File: config.mk
export PLATFORM = sky130hd
export DESIGN_NAME = fetch_queue
export DESIGN_NICKNAME = d
export VERILOG_FILES = /design/src/rtl/fetch_queue.sv
export SDC_FILE = /design/constraint.sdc
export NUM_CORES = 1
export LEC_CHECK = 0
export ABC_AREA = 1
export CAP_MARGIN = 0
export CORE_AREA = 2 2 174 176
export DETAILED_ROUTE_END_ITERATION = 16
export DIE_AREA = 0 0 176 178
export GPL_TIMING_DRIVEN = 0
export MAX_ROUTING_LAYER = met4
export PLACE_DENSITY_LB_ADDON = 0.2
export SKIP_LAST_GASP = 1
export SLEW_MARGIN = 0
export SYNTH_ARGS = -nofsm -noshare
export SYNTH_HDL_FRONTEND = slang
export SYNTH_SLANG_ARGS = --single-unit
File: constraint.sdc
create_clock -name clock -period 9.25 [get_ports clock]
set_clock_uncertainty 0.1 [all_clocks]
set_input_delay 0.925 -clock clock [delete_from_list [all_inputs] [get_ports clock]]
set_output_delay 0.925 -clock clock [all_outputs]
set_load 0.03 [all_outputs]
File: src/rtl/fetch_queue.sv
// fetch_queue: instruction fetch front end with a prefetch FIFO.
// Holds the fetch PC, issues one outstanding imem request at a time over a
// req/ack handshake, buffers returned words with their PC+4, and feeds IF/ID
// one instruction per cycle with stall and branch-redirect flush.
// Optional feature macro: FETCH_BYPASS_EN (ack data forwarded straight to the
// outputs when the FIFO is empty).
module fetch_queue #(
  parameter int          DEPTH    = 4,
  parameter logic [31:0] RESET_PC = 32'h0
) (
  input  logic                     clock,
  input  logic                     reset,
  output logic                     imem_req,
  output logic [31:0]              imem_addr,
  input  logic                     imem_ack,
  input  logic [31:0]              imem_rdata,
  input  logic                     redirect,
  input  logic [31:0]              redirect_pc,
  input  logic                     stall,
  output logic                     inst_valid,
  output logic [31:0]              inst,
  output logic [31:0]              pc_next,
  output logic [$clog2(DEPTH):0]   count
);
  localparam int AW = $clog2(DEPTH);
  localparam int CW = AW + 1;
  localparam logic [CW-1:0] FULL = CW'(DEPTH);

  typedef enum logic [1:0] {S_IDLE, S_WAIT, S_DISCARD} state_t;

  state_t          r_state, w_state_nxt;
  logic [31:0]     r_fetch_pc, r_req_pc;
  logic [31:0]     r_inst_mem [DEPTH];
  logic [31:0]     r_pcn_mem  [DEPTH];
  logic [AW-1:0]   r_rd_ptr, r_wr_ptr;
  logic [CW-1:0]   r_count;

  logic [31:0]     w_req_pc4;
  logic            w_ack_ok, w_fifo_valid, w_push, w_pop;

  assign w_req_pc4    = r_req_pc + 32'd4;
  // an ack only carries live data while waiting and not being flushed
  assign w_ack_ok     = (r_state == S_WAIT) && imem_ack && !redirect;
  assign w_fifo_valid = (r_count != '0);
  assign w_pop        = w_fifo_valid && !stall && !redirect;

  assign imem_req  = (r_state == S_IDLE) && !reset && !redirect && (r_count < FULL);
  assign imem_addr = r_fetch_pc;
  assign count     = r_count;

`ifdef FETCH_BYPASS_EN
  logic w_byp;
  // empty FIFO: the returning word is presented in its own ack cycle
  assign w_byp      = w_ack_ok && !w_fifo_valid;
  // a bypassed word that is consumed immediately never enters the FIFO
  assign w_push     = w_ack_ok && !(w_byp && !stall);
  assign inst_valid = !reset && (w_fifo_valid || w_byp);
  assign inst       = reset ? 32'h0 : w_fifo_valid ? r_inst_mem[r_rd_ptr] :
                      w_byp ? imem_rdata : 32'h0;
  assign pc_next    = reset ? 32'h0 : w_fifo_valid ? r_pcn_mem[r_rd_ptr] :
                      w_byp ? w_req_pc4 : 32'h0;
`else
  assign w_push     = w_ack_ok;
  assign inst_valid = !reset && w_fifo_valid;
  assign inst       = inst_valid ? r_inst_mem[r_rd_ptr] : 32'h0;
  assign pc_next    = inst_valid ? r_pcn_mem[r_rd_ptr]  : 32'h0;
`endif

  // next-state: request/response handshake with stale-response discard
  always_comb begin
    w_state_nxt = r_state;
    case (r_state)
      S_IDLE:    if (imem_req) w_state_nxt = S_WAIT;
      S_WAIT: begin
        if (redirect)      w_state_nxt = imem_ack ? S_IDLE : S_DISCARD;
        else if (imem_ack) w_state_nxt = S_IDLE;
      end
      S_DISCARD: if (imem_ack) w_state_nxt = S_IDLE;
      default:   w_state_nxt = S_IDLE;
    endcase
  end

  // state register
  always_ff @(posedge clock) begin
    if (reset) r_state <= S_IDLE;
    else       r_state <= w_state_nxt;
  end

  // fetch PC: redirect wins over sequential advance; PC+4 wraps at 2^32
  always_ff @(posedge clock) begin
    if (reset) begin
      r_fetch_pc <= RESET_PC;
      r_req_pc   <= RESET_PC;
    end else if (redirect) begin
      r_fetch_pc <= redirect_pc;
    end else if (imem_req) begin
      r_fetch_pc <= r_fetch_pc + 32'd4;
      r_req_pc   <= r_fetch_pc;
    end
  end

  // FIFO pointers and occupancy; redirect flushes everything
  always_ff @(posedge clock) begin
    if (reset || redirect) begin
      r_rd_ptr <= '0;
      r_wr_ptr <= '0;
      r_count  <= '0;
    end else begin
      if (w_push) r_wr_ptr <= r_wr_ptr + AW'(1);
      if (w_pop)  r_rd_ptr <= r_rd_ptr + AW'(1);
      case ({w_push, w_pop})
        2'b10:   r_count <= r_count + CW'(1);
        2'b01:   r_count <= r_count - CW'(1);
        default: r_count <= r_count;
      endcase
    end
  end

  // FIFO storage: instruction word and its PC+4
  always_ff @(posedge clock) begin
    if (w_push && !reset) begin
      r_inst_mem[r_wr_ptr] <= imem_rdata;
      r_pcn_mem[r_wr_ptr]  <= w_req_pc4;
    end
  end
endmodule

# == Word-level counts from Yosys, hierarchy flattened ==
# Memories as Yosys holds them, arrays and structs flattened. A register that Yosys moved wholly into a read port is not among the register bits.
# Index checks and enable logic that the tools add are counted.
# totals
latch_bits,0
mem_bits_ro,0
input_bits,69
ram_bits,256
n_memories,2
reg_bits,73
# memory_table
name,words,word_bits,read_ports,rd_ports_with_merged_regs,wr,line,text
r_inst_mem,4,32,1,1,1,33,logic [31:0] r_inst_mem [DEPTH];
r_pcn_mem,4,32,1,1,1,34,logic [31:0] r_pcn_mem [DEPTH];
# op_classes
n_shift,0
eq_ne,5
n_lt_le_gt_ge,1
n_mux,16
bitwise_logic,1
n_mul,0
n_addsub,6
n_reduce_logical,18
n_div,0
# op_table
cell,count
$mux 32,4
$add 32x3->32 const B,2
$mux 2,8
$logic_and 1x1->1,9
$pmux 2 s3,1
$pmux 3 s2,1
$add 2x1->2 const B,2
$eq 2x1->1 const B,2
$eq 2x2->1 const B,2
$reduce_bool 2->1,2
$add 3x1->3 const B,1
$logic_not 1->1,3
$lt 3x3->1 const B,1
$reduce_bool 3->1,1
$sub 3x1->3 const B,1
$logic_not 2->1,1
$mux 1,2
$ne 2x2->1 const B,1
$reduce_and 2->1,1
$logic_or 1x1->1,1
$not 1->1,1

# == Longest topological paths before layout ==
# Gate-level depths: netlist of the first run.
# depth
ltp_word,6
ltp_mapped,12

# == Worst setup path after synthesis of the first run ==
# Ideal clock, no wire load.
# synth_path
path_kind,input to register
start,in redirect
end,"mem r_inst_mem[0][0], enable pin"
slack_ps,4778
n_path_buf,0
stages,3
setup_ps,486
required_ps,8664
arrival_time_ps,3886
cell_sequence,nor2_4 -> nand2_1 -> nor2_1
# synth_via
elab_chain_cells,5
# synth_lines
item,line,text
start: declaration,17,"input logic redirect,"
$logic_not 1->1,43,assign w_ack_ok = (r_state == S_WAIT) && imem_ack && !redirect;
$logic_and 1x1->1,43,
$logic_and 1x1->1,121,if (w_push && !reset) begin
$mux 1,121,
$mux 1 (not written as such),122,r_inst_mem[r_wr_ptr] <= imem_rdata;
end: declaration,33,
# Every way passes these cells.

# == Worst setup path in the final report of the first run ==
# layout_path
start,in reset
end,out pc_next[8]
# layout_via
elab_chain_cells,3
# layout_lines
item,line,text
start: declaration,12,"input logic reset,"
$logic_not 1->1,64,assign inst_valid = !reset && w_fifo_valid;
$logic_and 1x1->1,64,
$mux 32,66,assign pc_next = inst_valid ? r_pcn_mem[r_rd_ptr] : 32'h0;
end: declaration,22,"output logic [31:0] pc_next,"
# Every way passes these cells.

==> results by group, run 1 <==
Placement
  – PortBufs: 169
  – DP Wirelength: 25730 um
  – GPL Wtd Cong: 0.9461

Layout
  – Most frequent cells in the layout: 324 x nor2_1, 256 x edfxtp_1, 189 x nand2_1, 179 x o21ai_0, 169 x clkdlybuf4s50_1
  – Area growth syn-to-layout: 24.17%
  – Antenna Diode Count: 0
  – Final core utilization: 61.27%
  – Fill cells: 2414
  – Most common cell after layout, fill and taps aside: nor2_1
  – Share of cells above drive strength 1: 6.609%
  – Nets: 1791

Worst setup path
  – Worst Setup EP: pc_next[8]
  – Crit end category: output port
  – Reg-to-reg startpoint: r_state[1]$_SDFFE_PP0P_
  – Slowest cell on crit path: clkdlybuf4s50_1
  – Critical path launch point: reset
  – R2R Setup Slk: 6.99 ns
  – Top cell by count, worst path: clkdlybuf4s50_1
  – Reg2Reg Capture Point: r_inst_mem[0][14]$_DFFE_PP_
  – Crit Path Class: in2out
  – Critical Path, Cell by Cell: clkdlybuf4s50_1 -> nor2_1 -> inv_2 -> clkbuf_1 -> a21oi_1 -> clkdlybuf4s50_1
  – Type of origin of the critical path: input port
  – Critical Path RT: 8.23 ns
  – Slowest cell delay on critical path: 0.74 ns
  – Crit-path max FO: 10
  – Reg2reg path depth: 6
  – CP arrival: 3.23 ns

Global routing
  – Number of global-route vias before repair: 10.73k
  – First-pass GRT wire length: 57210 um
  – Largest net degree at the start of global routing: 29
  – Grt total ovfl: 0
  – Initial antenna violation count: 0
  – Total GRT Usage: 24.30%

Synthesis
  – Seq/Total Area, Yosys: 63.34%
  – Synth top area share: 52.99%
  – Synth area leader: edfxtp_1
  – Post-Synth XOR/XNOR Area: 1.690%
  – Synth Area in Simple Gates: 17.95%
  – Mux cell area share after synthesis: 0%
  – Seq cells post-synth: 331
  – Syn_area_per_cell: 9.678 sq um
  – Top FF cell, synth: edfxtp_1
  – Post-Synth Adder-Cell Area: 0.7417%
  – Unique cell type count in the Yosys netlist: 34
  – Yosys warns: 0
  – Synth Area in Compound Gates: 11.01%
  – Fraction of registers with async set/reset: 0%
  – EDFF count, synth: 256
  – Mapped Area: 14510 sq um
  – Main combinational cell family by area after synthesis: simple AND/OR/NAND/NOR gates
  – Syn nets: 1576
  – Syn Inst Count: 1499
  – Synth top area cells: edfxtp_1 53%, dfxtp_1 10%, nor2_1 8.5%

Power
  – PwrDens: 176.8 nW/um^2
  – LEAKAGE: 6.357 nW
  – Worst VDD drop: 106.2 uV
  – Combinational share of power: 6.5%
  – Total power: 3.184 mW
  – Sw frac: 22.11%
  – Internal Pwr Total: 2.480 mW
  – Sequential group share of total power: 52.0%
  – Clock power share: 41.5%
  – Switch Pwr: 704.1 uW

Clock network
  – Clock Tree Root: clkbuf_16
  – Post-CTS Resized: 0
  – Clock Latency Late Sink: 0.51 ns
  – Clock transition at the registers of the reported paths: 0.06 ns
  – Max H-tree Level: 2
  – Post-CTS setup repair buffer count: 0
  – CTS Buf Count: 35
  – Post-CTS Hold Fix Bufs: 0
  – CTS Buffer Depth: 3
  – CTS tree: yes
  – CTS sink cnt: 331

Detailed routing
  – First-pass DRT Iterations: 5
  – Via density: 5.292
  – Routed len/inst: 17.38 um
  – Antenna-violating nets left: 0
  – Via count: 11.27k
  – Detailed Route WL: 37010 um
  – DRC: 0
  – Initial drt markers: 888

Floorplan
  – Core Box Area: 29400 sq um
  – Die Height: 178 um
  – IO Pins: 170
  – Initial core utilization: 49.34%
  – Total Die Area: 31330 sq um
  – Die Span X: 176 um
  – FP Rows: 63

Hold path
  – Min-delay worst type: reg2reg

Timing
  – Hold slack final: 0.3877 ns
  – Worst-margin pin slew: 0.8910 ns
  – Setup violators final: 0
  – Max Clk Rate: 235.0 MHz
  – Fin. max-slew vios: 0
  – Hold Fails Final Rpt: 0
  – RSZ-0062 raised after global routing: false
  – Fin crit period: 4.256 ns
  – Setup TNS: 0 ns
  – Relative slew slack: 40.46%
  – Final Cycle Share: 46.01%

Run status
  – Status: finished, final reports clean

Run
  – Max-cap violation count: 0
[through the flow]
stage          instance area, sq um  worst slack (ns)  cells
2_1_floorplan                 14510             4.778   1499
3_3_place_gp                  16690             2.222   2058
3_5_place_dp                  16930             5.009   2067
4_1_cts                       18010             4.999   2130
5_1_grt                       18010             4.918   2130
6_report                      18010             4.994   2130
[routing by layer]
metal	wire [um]	GRT usage [%]	vias up
met5	0	-	-
met4	1168	8.781	0
met3	2223	3.048	77
met2	17710	40.21	427
met1	15910	31.07	5262
li1	-	-	5505
[flip-flops by register name, indices dropped and copies added, names as in the netlist, named ones only]
signal,cells
r_inst_mem,128
r_pcn_mem,128
imem_addr,32
r_req_pc,32
count,3
r_rd_ptr,2
r_state,2
r_wr_ptr,2
[cells in the mapped netlist, types with 6 or more instances]
cell type	count
edfxtp_1	256
a211oi_1	7
buf_2	23
inv_1	116
xor2_1	26
a31oi_1	6
nand3_1	54
nand4_1	9
nor2_4	6
nor2_1	328
nand2_1	189
clkbuf_1	30
o21ai_0	179
dfxtp_1	75
nor3_1	21
a21oi_1	116
buf_1	12
ha_1	7
[kinds of logic after synthesis]
family	after synthesis
buffers and inverters	191
AO/OA/AOI/OAI	313
flip-flops	331
AND/OR/NAND/NOR	628
adder cells (fa/ha/maj)	8
XOR/XNOR	28
[how the worst min path moves through the flow]
stage / from / endpoint / depth (start not counted)
after floorplan: r_rd_ptr[1]$_SDFFE_PP0P_ / register / 2
after global routing: r_rd_ptr[1]$_SDFFE_PP0P_ / r_rd_ptr[1]$_SDFFE_PP0P_ / 2
final: r_rd_ptr[1]$_SDFFE_PP0P_ / r_rd_ptr[1]$_SDFFE_PP0P_ / 2
after CTS: r_rd_ptr[1]$_SDFFE_PP0P_ / r_rd_ptr[1]$_SDFFE_PP0P_ / 2
after detailed placement: r_rd_ptr[1]$_SDFFE_PP0P_ / r_rd_ptr[1]$_SDFFE_PP0P_ / 2
after global placement: r_rd_ptr[1]$_SDFFE_PP0P_ / r_rd_ptr[1]$_SDFFE_PP0P_ / 2
[critical path, delay by kind of cell]
kind / cells / cell delay [ns]
and+or+nand+nor: 1 / 0.20
AOI/OAI and AO/OA: 1 / 0.36
buffers and inverters: 4 / 1.73
[power by group through the flow]
| stage | registers (mW) | clock network, mW | logic (mW) |
|---|---|---|---|
| 2_1_floorplan | 1.70 | 0 | 0.0908 |
| 3_3_place_gp | 1.69 | 0 | 0.199 |
| 3_5_place_dp | 1.69 | 0 | 0.204 |
| 4_1_cts | 1.65 | 1.34 | 0.205 |
| 5_1_grt | 1.66 | 1.40 | 0.224 |
| 6_report | 1.66 | 1.32 | 0.206 |
[area by class of cell]
type,instances,area (sq um),share of cell area (%)
clock inverter,19,156.4,0.8682
clock buffer,44,930.9,5.167
timing repair buffer,178,1902,10.56
tap,390,488.0,2.709
inverter,121,454.2,2.521
multi-input combinational,977,4584,25.45
buffer,70,310.3,1.722
sequential,331,9189,51.01
Power figures use the tool's default switching activity.
==> run 2: changes to the inputs <==
clock period = 3.8 ns   (was 9.25 ns; I/O delays follow)
==> results of run 2 <==
The final DEF is identical to that of run 1. Status: finished, final reports clean.
Main changes from that run: setup slack after placement 5.009 ns -> 0.6493 ns; setup slack after layout 4.994 ns -> 0.2583 ns; hold slack 0.3877 ns -> 0.3648 ns; register-to-register setup slack 6.99 ns -> 1.54 ns; end point of the worst hold path r_rd_ptr[1]$_SDFFE_PP0P_ -> imem_addr[3]$_SDFFE_PP0P_; total power 3.184 mW -> 7.751 mW; worst IR drop on VDD 106.2 uV -> 258.6 uV
